**src/rtl/clarke_pkg.sv**
```systemverilog
// clarke_pkg: shared types, widths and scaling constants for the Clarke transform pipeline
package clarke_pkg;
  typedef enum logic {CLARKE_2IN, CLARKE_3IN} clarke_mode_t;
  localparam int CLARKE_MAX_DW = 32;
  localparam int CLARKE_MAX_TW = 16;
  localparam int CLARKE_ACC_W = 2 * CLARKE_MAX_DW + 2;
  typedef struct packed {
    logic signed [CLARKE_ACC_W-1:0] al_acc;
    logic signed [CLARKE_ACC_W-1:0] be_acc;
    clarke_mode_t mode;
    logic [CLARKE_MAX_TW-1:0] tag;
  } clarke_stage_t;
  function automatic longint q_scale(input longint frac_e9, input int w);
    return (frac_e9 * ((longint'(1) << (w - 1)) - 1) + 64'sd500000000) / 64'sd1000000000;
  endfunction
  function automatic longint k_sq3(input int w);
    return q_scale(64'sd577350269, w);
  endfunction
  function automatic longint k_3(input int w);
    return q_scale(64'sd333333333, w);
  endfunction
endpackage

```
**src/rtl/clarke_pipe_module_round_sat.sv**
```systemverilog
// clarke_round_sat: round-half-up, arithmetic shift and clamp to OUT_W bits, with clip flag
module clarke_round_sat #(
  parameter int IN_W = 66,
  parameter int OUT_W = 16,
  parameter int SHIFT = 15
) (
  input  logic signed [IN_W-1:0]  acc,
  output logic signed [OUT_W-1:0] res,
  output logic                    clip
);
  localparam int RW = IN_W + 1;
  localparam logic signed [RW-1:0] HALF = RW'(1) << (SHIFT - 1);
  localparam logic signed [RW-1:0] MAX = RW'({(OUT_W-1){1'b1}});
  localparam logic signed [RW-1:0] MIN = ~MAX;
  logic signed [RW-1:0] r;
  logic hi, lo;
  assign r = (RW'(acc) + HALF) >>> SHIFT;
  assign hi = r > MAX;
  assign lo = r < MIN;
  assign clip = hi || lo;
  assign res = hi ? MAX[OUT_W-1:0] : lo ? MIN[OUT_W-1:0] : r[OUT_W-1:0];
endmodule

```
**src/rtl/clarke_pipe_module.sv**
```systemverilog
// clarke_pipe_module: 3-stage forward Clarke transform (2- or 3-input per sample) with valid/ready flow control
module clarke_pipe_module
  import clarke_pkg::*;
#(
  parameter int DATA_WIDTH = 16,
  parameter int TAG_WIDTH = 4
) (
  input  logic                         clk_i,
  input  logic                         rst_i,
  input  logic                         in_valid_i,
  output logic                         in_ready_o,
  input  logic                         mode_i,
  input  logic signed [DATA_WIDTH-1:0] a_i,
  input  logic signed [DATA_WIDTH-1:0] b_i,
  input  logic signed [DATA_WIDTH-1:0] c_i,
  input  logic [TAG_WIDTH-1:0]         tag_i,
  output logic                         out_valid_o,
  input  logic                         out_ready_i,
  output logic signed [DATA_WIDTH-1:0] al_o,
  output logic signed [DATA_WIDTH-1:0] be_o,
  output logic [TAG_WIDTH-1:0]         tag_o,
  output logic                         sat_o,
  output logic                         sat_sticky_o,
  input  logic                         sat_clear_i
);
  localparam int SW = DATA_WIDTH + 2;
  localparam logic signed [CLARKE_ACC_W-1:0] KSQ3 = CLARKE_ACC_W'(k_sq3(DATA_WIDTH));
  localparam logic signed [CLARKE_ACC_W-1:0] K3 = CLARKE_ACC_W'(k_3(DATA_WIDTH));
  logic v1, v2, ld1, ld2, ld3;
  logic signed [DATA_WIDTH-1:0] a1, b1, c1;
  clarke_mode_t m1;
  logic [TAG_WIDTH-1:0] t1;
  clarke_stage_t s2, s2_d;
  logic signed [SW-1:0] ea, eb, ec, sum_al, sum_be;
  logic signed [CLARKE_ACC_W-1:0] acc_al, acc_be;
  logic signed [DATA_WIDTH-1:0] al_d, be_d;
  logic clip_al, clip_be;
  assign ld3 = !out_valid_o || out_ready_i;
  assign ld2 = !v2 || ld3;
  assign ld1 = !v1 || ld2;
  assign in_ready_o = ld1;
  assign ea = SW'(a1);
  assign eb = SW'(b1);
  assign ec = SW'(c1);
  assign sum_al = (ea <<< 1) - eb - ec;
  assign sum_be = m1 == CLARKE_3IN ? eb - ec : ea + (eb <<< 1);
  // 2-input alpha is pre-scaled by the rounding shift so it passes through the rounder unchanged
  assign acc_al = m1 == CLARKE_3IN ? CLARKE_ACC_W'(sum_al) * K3 : CLARKE_ACC_W'(ea) <<< (DATA_WIDTH - 1);
  assign acc_be = CLARKE_ACC_W'(sum_be) * KSQ3;
  assign s2_d = '{al_acc: acc_al, be_acc: acc_be, mode: m1, tag: CLARKE_MAX_TW'(t1)};
  clarke_round_sat #(.IN_W(CLARKE_ACC_W), .OUT_W(DATA_WIDTH), .SHIFT(DATA_WIDTH - 1)) u_rs_al (
    .acc(s2.al_acc), .res(al_d), .clip(clip_al)
  );
  clarke_round_sat #(.IN_W(CLARKE_ACC_W), .OUT_W(DATA_WIDTH), .SHIFT(DATA_WIDTH - 1)) u_rs_be (
    .acc(s2.be_acc), .res(be_d), .clip(clip_be)
  );
  always_ff @(posedge clk_i) begin
    if (rst_i) begin
      v1 <= 1'b0;
      v2 <= 1'b0;
      out_valid_o <= 1'b0;
      a1 <= '0;
      b1 <= '0;
      c1 <= '0;
      m1 <= CLARKE_2IN;
      t1 <= '0;
      s2 <= '0;
      al_o <= '0;
      be_o <= '0;
      tag_o <= '0;
      sat_o <= 1'b0;
      sat_sticky_o <= 1'b0;
    end else begin
      if (ld1) v1 <= in_valid_i;
      if (ld1 && in_valid_i) begin
        a1 <= a_i;
        b1 <= b_i;
        c1 <= c_i;
        m1 <= clarke_mode_t'(mode_i);
        t1 <= tag_i;
      end
      if (ld2) v2 <= v1;
      if (ld2 && v1) s2 <= s2_d;
      if (ld3) out_valid_o <= v2;
      if (ld3 && v2) begin
        al_o <= al_d;
        be_o <= be_d;
        tag_o <= s2.tag[TAG_WIDTH-1:0];
        sat_o <= clip_be || (s2.mode == CLARKE_3IN && clip_al);
      end
      sat_sticky_o <= (out_valid_o && out_ready_i && sat_o) || (sat_sticky_o && !sat_clear_i);
    end
  end
endmodule
```
**config.mk**
```make
export PLATFORM = sky130hd
export DESIGN_NAME = clarke_pipe_module
export DESIGN_NICKNAME = d
export VERILOG_FILES = /design/src/rtl/clarke_pkg.sv /design/src/rtl/clarke_pipe_module_round_sat.sv /design/src/rtl/clarke_pipe_module.sv
export SDC_FILE = /design/constraint.sdc
export NUM_CORES = 1
export LEC_CHECK = 0
export ABC_CLOCK_PERIOD_IN_PS = 9900
export CORE_MARGIN = 3
export CORE_UTILIZATION = 54
export DETAILED_ROUTE_END_ITERATION = 16
export HOLD_SLACK_MARGIN = 0.03
export PLACE_DENSITY = 0.82
export SETUP_SLACK_MARGIN = 0.4
export SYNTH_ARGS = -nofsm -noshare
export SYNTH_HDL_FRONTEND = slang
export SYNTH_SLANG_ARGS = --single-unit
```
**constraint.sdc**
```tcl
create_clock -name clk_i -period 9.9 [get_ports clk_i]
set_input_delay 1.98 -clock clk_i [delete_from_list [all_inputs] [get_ports clk_i]]
set_output_delay 1.98 -clock clk_i [all_outputs]
set_load 0.1 [all_outputs]
```
## Yosys cells after proc, flatten, opt, wreduce, memory -nomap -nowiden

Cells that the tools add are included.

- Bits in registers: 198
- Bits of input ports: 58
- Word-level logic and storage cells: 53

- $add $sub $neg: 6
- Magnitude comparators: 4
- $mul: 2
- Reduce and logical (&&, ||, !) cells: 18
- Multiplexer cells: 6

Operators with widths:

| operator | count |
|---|---|
| > comparator 52 x 16 -> 1 bit, second input constant | 2 |
| < comparator 52 x 16 -> 1 bit, second input constant | 2 |
| adder 66 x 16 -> 67 bit, second input constant | 1 |
| 2-to-1 mux 66 bit | 1 |
| 2-to-1 mux 16 bit | 4 |
| adder 34 x 16 -> 35 bit, second input constant | 1 |
| multiplier 18 x 15 -> 33 bit, second input constant | 1 |
| multiplier 18 x 14 -> 32 bit, second input constant | 1 |
| adder 16 x 17 -> 18 bit | 1 |
| 2-to-1 mux 18 bit | 1 |
| subtractor 17 x 16 -> 18 bit | 1 |
| subtractor 18 x 16 -> 18 bit | 1 |
| subtractor 16 x 16 -> 17 bit | 1 |
| logical AND 1 bit | 7 |
| logical OR 1 bit | 7 |
| logical NOT 1 bit | 4 |

## Longest topological paths before layout

Gate-level depths: netlist (run 1).

- Word-level depth: 5
- Mapped depth: 35
- Gate-level depth less buffers: 34

## Cells and area by module

From an unflattened synthesis (run 1), not the netlist that was laid out.

- Cell total of the unflattened synthesis: 2730
- Area, all modules: 22305.1 µm²

By module, submodules not included:

| module | cells an instance | times used | area each (µm²) |
|---|---|---|---|
| clarke_pipe_module | 2220 | 1 | 18916.9 |
| clarke_round_sat | 255 | 2 | 1694.1 |

## Worst setup path after synthesis (run 1)

OpenSTA, ideal clock, no wires.

- Kind: reg-to-reg
- Start point: register b1[2]
- End point: register s2[103] (netlist name)
- Slack: 1972 ps
- Path buffers: 0
- Stages on the path, launching flop included: 34
- Clock period less this slack: 7928 ps
- Library setup time: 112 ps
- Required time: 9788 ps
- Data arrival time: 7815 ps
- Cell sequence: dfxtp_1 -> inv_1 -> fa_1 -> ha_1 -> nor2b_1 -> o21ai_1 -> a21boi_1 -> o21ai_1 -> a21boi_1 -> o21ai_0 -> a21boi_0 -> or4_1 -> nand3_1 -> ha_1 -> ha_1 -> inv_1 -> fa_1 -> inv_1 -> fa_1 -> fa_1 -> inv_1 -> fa_1 -> inv_1 -> ha_1 -> or3_4 -> a211o_1 -> a211o_1 -> and3_4 -> a211o_4 -> nand3_2 -> nand3b_2 -> a21oi_2 -> xor2_1 -> a2111oi_1

- Cells in the longest elaborated chain, start to end: 4

RTL lines:

| what | line | text |
|---|---|---|
| start, declared | clarke_pipe_module.sv:30 | `logic signed [DATA_WIDTH-1:0] a1, b1, c1;` |
| start signal, assigned | clarke_pipe_module.sv:77 | `b1 <= b_i;` |
| subtractor 17 x 16 -> 18 bit | clarke_pipe_module.sv:45 | `assign sum_al = (ea <<< 1) - eb - ec;` |
| subtractor 18 x 16 -> 18 bit | clarke_pipe_module.sv:45 |  |
| multiplier 18 x 14 -> 32 bit | clarke_pipe_module.sv:48 | `assign acc_al = m1 == CLARKE_3IN ? CLARKE_ACC_W'(sum_al) * K3 : CLARKE_ACC_W'(ea) <<< (DATA_WIDTH - 1);` |
| 2-to-1 mux 66 bit | clarke_pipe_module.sv:48 |  |
| end signal, assigned | clarke_pipe_module.sv:67 | `s2 <= '0;` |
| end signal, assigned | clarke_pipe_module.sv:83 | `if (ld2 && v1) s2 <= s2_d;` |
| end, declared | clarke_pipe_module.sv:33 | `clarke_stage_t s2, s2_d;` |

No other way between the ends.
A chain may end at the register's enable or synchronous reset.

## Final worst setup path (run 1)

Same ends and word-level chain as after synthesis.

==> results of run 1 <==
cell families (layout without fill, tap and decap cells):
logic type	after synthesis	after routing	share of synthesized area [%]
AO/OA/AOI/OAI	408	408	14.73
flip-flops	138	138	15.42
buffers and inverters	453	535	9.617
AND/OR/NAND/NOR	498	498	13.00
multiplexers	12	12	0.7194
XOR/XNOR	101	101	4.938
adder cells (fa/ha/maj)	474	474	41.57
placed cells by master, fill, tap and decap left out, types with 22 or more instances in the layout:
master / synthesis / layout
clkdlybuf4s50_1: 0 / 96
a21oi_1: 176 / 176
xor2_1: 47 / 47
ha_1: 272 / 272
o21ai_0: 52 / 52
inv_1: 390 / 390
fa_1: 202 / 202
nor2_1: 107 / 107
nand3_1: 31 / 31
a21o_1: 25 / 25
and3_1: 31 / 31
dfxtp_1: 138 / 138
xnor2_1: 54 / 54
nand2_1: 209 / 208
nor3_1: 22 / 22
area by class of cell:
type	count	area share [%]
Multi-Input combinational cell	1493	67.62
Sequential cell	138	13.89
Tap cell	442	2.780
Clock buffer	17	2.139
Clock inverter	15	0.7611
Inverter	391	7.378
Timing Repair Buffer	112	5.435
per-stage QoR:
| stage | hold WS (ns) | cell area, um2 |
|---|---|---|
| 6_report | 0.4547 | 19890 |
| 5_1_grt | 0.4765 | 19890 |
| 4_1_cts | 0.4543 | 19890 |
| 3_5_place_dp | 0.4455 | 19310 |
| 3_3_place_gp | 0.4363 | 19310 |
| 2_1_floorplan | 0.4321 | 17910 |
per-layer routing:
metal / wire [um] / GRT usage (%) / vias up
met5: 0 / 0 / -
met4: 1075 / 7.359 / 0
met3: 2737 / 3.926 / 84
met2: 22250 / 45.53 / 499
met1: 19290 / 33.69 / 6983
li1: - / - / 6986
final timing paths:
kind,endpoint,cells past startpoint,from
worst min register to register,tag_o[0]$_SDFFE_PP0P_,2,s2[0]$_SDFFE_PP0P_
worst max-delay path,s2[103]$_SDFFE_PP0P_,33,b1[2]$_SDFFE_PP0P_
worst min-delay path,tag_o[0]$_SDFFE_PP0P_,2,s2[0]$_SDFFE_PP0P_
worst max register to register,s2[103]$_SDFFE_PP0P_,33,b1[2]$_SDFFE_PP0P_
flip-flops by register name (all words and copies together), names as in the netlist, 4 cells and up:
| signal | cells |
|---|---|
| s2 | 44 |
| a1 | 16 |
| al_o | 16 |
| b1 | 16 |
| be_o | 16 |
| c1 | 16 |
| t1 | 4 |
| tag_o | 4 |
critical path, delay by kind of cell, from the launching register on:
kind	cells	cell delay [ns]
buf+inv	5	0.30
simple gates	7	1.62
compound gates	11	2.63
fa+ha+maj	9	3.66
flops	1	0.39
xor+xnor	1	0.08
==> impl_metrics.tcl, run 1 <==
set metrics [dict create \
    crit_type "reg -> reg" \
    cts_made_buffers 17 \
    areaGrowthSynthToFinish_pct 11.04 \
    initial_utilization_pct 54.92 \
    overflow 0 \
    fill_cells 2707 \
    synth.distinct_cells 86 \
    synth_top_cell_by_area "fa_1" \
    track_usage_pct 26.08 \
    post-place-cells 2576 \
    max_freq_mhz 113.4 \
    startpoint_type "flop" \
    hold_violations 0 \
    min_period_ns 8.816 \
    end_kind "flop" \
    num_rows 66 \
    antenna_found_initial 0 \
    via_count 14550 \
    tns_ns 0 \
    status "finished clean" \
    layoutNonFillerInstCount 2608 \
    synth_area_per_cell_um2 8.596 \
    htreeDepth 4 \
    arrival_ns 9.12 \
    pin_count 98 \
    cts_sinks 138 \
    postSynthRegisterBits 138 \
    cts_tree "built" \
    period_share_pct 89.05 \
    fin_ws_ns 1.084 \
    synthTopCellsByCount "inv_1, ha_1, nand2_1" \
    multi_input_comb_area_um2 13450 \
    syn_area_um2 17910 \
    routed_wl_mm 45.35 \
    grt_pass1_wl_mm 75.35 \
    grt_max_degree 61 \
    clk_pin_slew_ns 0.07 \
    maxCapViolCount 0 \
    drv_slew 0 \
    drt_iter0_drc 1059 \
    place_congestion 0.9303 \
    fp.coreArea_um2 32620 \
    slew_headroom_pct 31.39 \
    ant_nets 0 \
    ff_latch_area_um2 2763 \
    clock_latency_ns 0.45 \
    n_antenna_cell 0 \
    rsz0062_at_grt "no" \
    dieArea_um2 35400 \
    portBuffers 97 \
    syn_inst 2084 \
    synth.area.top_cells "fa_1, ha_1, dfxtp_1" \
    synth-edff-count 0 \
    die_h_um 188.1 \
    hold_class "reg -> reg" \
    grt_pass1_vias 15070 \
    nets 2685 \
    drc 0 \
    synth_top_area_share_pct 22.57 \
    firstDrtPassIters 8 \
    post_cts_buffers 0 \
    ys_async_sr_fraction_pct 0 \
    die_x_um 188.1 \
    pre_cts_slack_ns 1.265 \
    setup_viol 0 \
    crit_slowest_cell "fa_1" \
    rrSetupSlack_ns 1.08 \
    cts-root-buf "clkbuf_16" \
    worstPathRequired_ns 10.20 \
    ctsResizeCount 0 \
    tightest_slew_ns 1.028 \
    wl_per_cell_um 17.39 \
    fin_skew_ns 0.01145 \
    dp.final_hpwl_mm 36.74 \
    yosysSeqAreaShare_pct 15.42 \
    synth-main-ff-cell "dfxtp_1" \
    clock_path_buffers 2 \
    cpPeakStageDelay_ns 0.56 \
    synth_most_common_cell "inv_1" \
    yosysWarnings 0 \
    drive_gt1_share_pct 4.063 \
    final_util_pct 60.98 \
    holdBufCountCts 0 \
    critPathMaxFanout 4 \
    vias_per_cell 5.580 \
    synth_fp_nets 2616 \
]
Power of run 1 is not shown: default switching activity piles up to over one toggle a cycle in this logic, so the estimate is an artifact.
==> run 2, diff against run 1 <==
- ABC_CLOCK_PERIOD_IN_PS: 9900 -> 7250
- PLACE_DENSITY: 0.82 -> 0.85
- clock period: 9.9 -> 7.25 ns (I/O delays scaled with it)
==> run 2 against run 1 <==
The flow now finishes with violations (negative setup slack); clock skew increased by 0.0077 ns; core utilization increased by 11 points; worst setup slack got worse by 2.1 ns; clock-buffer cell count unchanged; sequential cell count unchanged; critical path type unchanged; maximum frequency increased by 7.2%; hold slack got worse by 0.0047 ns; largest cell class unchanged; via count increased by 21%; critical path depth unchanged; routed wire length increased by 39%; global-route usage increased by 3.8 points; non-clock buffer count increased by 301.
==> impl_metrics.tcl, run 2 (synthesis gave the netlist of run 1 again) <==
set metrics [dict create \
    cts-root-buf "clkbuf_16" \
    track_usage_pct 29.85 \
    violations "negative setup slack" \
    dp.final_hpwl_mm 40.72 \
    drc 0 \
    nets 2986 \
    critPathMaxFanout 4 \
    fin_skew_ns 0.01918 \
    dieArea_um2 35400 \
    end_kind "flop" \
    period_share_pct 113.4 \
    clk_pin_slew_ns 0.08 \
    place_area_um2 21480 \
    cts_made_buffers 17 \
    crit_top_cell "fa_1" \
    ant_nets 0 \
    max_freq_mhz 121.6 \
    layout_common_cells "inv_1, buf_4, ha_1, nand2_1, fa_1" \
    portBuffers 97 \
    fin_ws_ns -0.9730 \
    holdBufCountCts 0 \
    hold_violations 0 \
    antenna_found_initial 1 \
    routed.top_layer "met5" \
    pin_count 98 \
    die_h_um 188.1 \
    worstPathRequired_ns 7.59 \
    cts_sinks 138 \
    grt_pass1_vias 17380 \
    drt_iter0_drc 1910 \
    status "complete, but fails checks" \
    initial_utilization_pct 54.92 \
    wl_met3_mm 5.287 \
    grt_pass1_wl_mm 85.62 \
    largest-register "s2" \
    min_path_cells 2 \
    drive_gt1_share_pct 23.55 \
    startpoint_type "flop" \
    clock_latency_ns 0.45 \
    n_antenna_cell 0 \
    die_x_um 188.1 \
    routed_wl_mm 63.18 \
    num_rows 66 \
    dr_wl_met2_mm 30.63 \
    htreeDepth 4 \
    post-place-cells 2809 \
    via_count 17560 \
    vias_per_cell 6.037 \
    cts_tree "built" \
    min_period_ns 8.223 \
    maxCapViolCount 0 \
    setup_viol 35 \
    hold-worst-slack_ns 0.4500 \
    wl_per_cell_um 21.72 \
    layout_commonest_cell "inv_1" \
    firstDrtPassIters 10 \
    grt_max_degree 80 \
    tightest_slew_ns 1.200 \
    slew_headroom_pct 20.02 \
    place_congestion 0.9599 \
    postLayoutCellArea_um2 23550 \
    largest_reg_flops 44 \
    hold_class "reg -> reg" \
    crit_slowest_cell "fa_1" \
    arrival_ns 8.56 \
    fp.coreArea_um2 32620 \
    layoutNonFillerInstCount 2909 \
    final_util_pct 72.20 \
    r2r_cells 33 \
    crit_type "reg -> reg" \
    drv_slew 0 \
    areaGrowthSynthToFinish_pct 31.46 \
    cpPeakStageDelay_ns 0.54 \
    rsz0062_at_grt "yes" \
    met1_length_mm 21.76 \
    overflow 0 \
    clock_path_buffers 2 \
]
run 2: cell types whose count changed in the layout (fill, tap and decap cells not counted), sizes merged:
cell      before  now
clkinv         5    7
clkinvlp       1    2
buf           16  317
inv          400  397
run 2: final timing paths:
check	from	endpoint	slack, ns
max	b1[2]$_SDFFE_PP0P_	s2[49]$_SDFFE_PP0P_	-0.97
min	s2[1]$_SDFFE_PP0P_	tag_o[1]$_SDFFE_PP0P_	0.45
max reg2reg	b1[2]$_SDFFE_PP0P_	s2[49]$_SDFFE_PP0P_	-0.97
min reg2reg	s2[1]$_SDFFE_PP0P_	tag_o[1]$_SDFFE_PP0P_	0.45
run 2: stage by stage:
step | TNS (ns) | worst slack [ns]
finish | -23.04 | -0.9730
global route | -30.84 | -1.188
CTS | -9.953 | -0.5393
detailed placement | -8.829 | -0.4913
global placement | -3.635 | -0.3075
floorplan | -0.2921 | -0.1429
run 2: cell type report:
type | instances | area [um2]
sequential | 138 | 2783
clock buffer | 17 | 425.4
fill | 2025 | 9067
multi-input combinational | 1493 | 14700
timing repair buffer | 413 | 3448
tap | 442 | 553.0
clock inverter | 15 | 176.4
inverter | 391 | 1468
run 2: what timing repair did:
| item | 4_1_cts | 5_1_grt |
|---|---|---|
| gates resized for setup | 59 | 138 |
| setup endpoints to repair | 39 | 39 |
| endpoints found under the hold margin | 0 | 0 |
| buffers inserted | 34 | 34 |
| pin swaps | 81 | 116 |
run 2: per-layer routing:
metal	up-vias	track usage [%]
met3	467	4.786
li1	7573	-
met4	2	16.54
met1	8314	33.60
met2	1205	53.78
met5	-	0
run 2: critical path, delay by kind of cell (launching register included):
kind	cells	cell delay, ns
flip-flops	1	0.34
adder cells (fa/ha/maj)	8	3.22
buffers and inverters	8	0.86
AO/OA/AOI/OAI	12	2.74
AND/OR/NAND/NOR	5	0.95
Power of run 2 is left out for the same reason.
==> run 3, diff against run 2 <==
- CORE_MARGIN: 3 -> default
==> run 3 against run 2 <==
Final area is 1.2% higher; maximum frequency is 4.9% higher; core utilization is 0.84 points higher; first-iteration DRC count is 25% lower; the flow still finishes with violations (negative setup slack); routed wire length is 7.3% lower.
==> impl_metrics.tcl, run 3 (synthesis gave the netlist of run 1 again) <==
set metrics [dict create \
    n_antenna_cell 0 \
    firstDrtPassIters 6 \
    fp.coreArea_um2 32620 \
    post-place-cells 2809 \
    via_count 17040 \
    drt_iter0_drc 1435 \
    violations "negative setup slack" \
    grt_max_degree 80 \
    hold_end "c1[10]$_SDFFE_PP0P_" \
    wl_per_cell_um 20.06 \
    max_freq_mhz 127.6 \
    fin_skew_ns 0.01246 \
    pin_count 98 \
    r2r-start "a1[1]$_SDFFE_PP0P_" \
    track_usage_pct 32.37 \
    postLayoutCellArea_um2 23830 \
    hold_class "reg -> reg" \
    clk_pin_slew_ns 0.07 \
    layout_commonest_cell "inv_1" \
    rrSetupSlack_ns -0.59 \
    layout_common_cells "inv_1, buf_4, ha_1, nand2_1, fa_1" \
    min_path_cells 2 \
    drv_slew 0 \
    clock_latency_ns 0.44 \
    period_share_pct 108.1 \
    overflow 0 \
    drive_gt1_share_pct 25.54 \
    critPathMaxFanout 3 \
    path_buf_inv 7 \
    worstPathRequired_ns 7.58 \
    nets 2997 \
    place_congestion 1.022 \
    grt_pass1_wl_mm 86.31 \
    crit_slowest_cell "fa_1" \
    fin_ws_ns -0.5877 \
    final_util_pct 73.04 \
    path_delay_family "adder cells" \
    ant_nets 0 \
    hold_violations 0 \
    slew_headroom_pct 24.85 \
    portBuffers 97 \
    place_area_um2 21450 \
    min_from "c1[10]$_SDFFE_PP0P_" \
    r2r_cells 33 \
    setup_viol 36 \
    hold-worst-slack_ns 0.4550 \
    die_x_um 184.1 \
    die_h_um 184.1 \
    initial_utilization_pct 54.92 \
    clock_path_buffers 2 \
    status "complete, but fails checks" \
    min_period_ns 7.838 \
    drc 0 \
    layoutNonFillerInstCount 2920 \
    largest_reg_flops 44 \
    rsz0062_at_grt "yes" \
    areaGrowthSynthToFinish_pct 32.99 \
    cts_tree "built" \
    cts-root-buf "clkbuf_16" \
    num_rows 66 \
    cts_sinks 138 \
    tightest_slew_ns 1.127 \
    maxCapViolCount 0 \
    routed_wl_mm 58.57 \
    grt_pass1_vias 17340 \
    end_kind "flop" \
    rr_endpoint "s2[47]$_SDFFE_PP0P_" \
    crit_top_cell "fa_1" \
    cts_made_buffers 17 \
    vias_per_cell 5.835 \
    holdBufCountCts 0 \
    htreeDepth 4 \
    cpPeakStageDelay_ns 0.54 \
    dieArea_um2 33910 \
    dp.final_hpwl_mm 40.23 \
    largest-register "s2" \
    antenna_found_initial 0 \
    startpoint_type "flop" \
    arrival_ns 8.17 \
    crit_type "reg -> reg" \
    fill_cells 1982 \
]
[run 3: changes by cell type in the layout (fill, tap and decap cells not counted), sizes merged]
cell,before,now
clkinv,7,4
bufinv,0,2
clkbuf,17,18
buf,317,328
[run 3: metal layers]
metal  part of all wire [%]  global-route usage (%)  wire length [um]
met1                     36                   36.57             21200
met2                     50                   58.21             29120
met3                    7.2                   5.394              4198
met4                    6.9                   17.27              4045
met5                      0                       0                 0
[run 3: worst max-delay path by stage]
| stage | startpoint | end | slack, ns | cells past startpoint |
|---|---|---|---|---|
| 2_1_floorplan | a1[1]$_SDFFE_PP0P_ | s2[103]$_SDFFE_PP0P_ | -0.14 | 32 |
| 3_3_place_gp | a1[1]$_SDFFE_PP0P_ | s2[49]$_SDFFE_PP0P_ | -0.35 | 32 |
| 3_5_place_dp | a1[2]$_SDFFE_PP0P_ | s2[49]$_SDFFE_PP0P_ | -0.55 | 30 |
| 4_1_cts | a1[1]$_SDFFE_PP0P_ | s2[103]$_SDFFE_PP0P_ | -0.32 | 32 |
| 5_1_grt | a1[1]$_SDFFE_PP0P_ | s2[49]$_SDFFE_PP0P_ | -0.80 | 34 |
| 6_report | a1[1]$_SDFFE_PP0P_ | s2[47]$_SDFFE_PP0P_ | -0.59 | 33 |
[run 3: worst reg2reg max path: cells and delay by family, from the launching register on]
family | cells | cell delay [ns]
AOI/OAI and AO/OA | 11 | 2.09
buffers and inverters | 7 | 0.53
adders and majority gates | 9 | 3.51
and+or+nand+nor | 6 | 1.25
DFF | 1 | 0.37
[run 3: layout make-up]
| cell class | count | area (um2) | share of cell area (%) |
|---|---|---|---|
| clock buffers | 18 | 439.2 | 1.843 |
| clock inverters | 14 | 180.2 | 0.7562 |
| inverters | 391 | 1473 | 6.181 |
| multi-input cells | 1493 | 14850 | 62.31 |
| flip-flops and latches | 138 | 2783 | 11.68 |
| well taps | 442 | 553.0 | 2.321 |
| repair buffers | 424 | 3551 | 14.90 |
[run 3: per-stage QoR]
stage               TNS, ns  setup slack (ns)
floorplan           -0.2921           -0.1429
global placement     -4.331           -0.3550
detailed placement   -10.10           -0.5539
CTS                  -4.246           -0.3183
global route         -20.09           -0.7994
finish               -12.00           -0.5877
[run 3: timing repair]
action | in CTS | in global routing
pin swaps | 109 | 121
resized for setup | 130 | 120
endpoints found under the setup margin | 39 | 39
buffers inserted | 44 | 35
Power of run 3 is left out for the same reason.
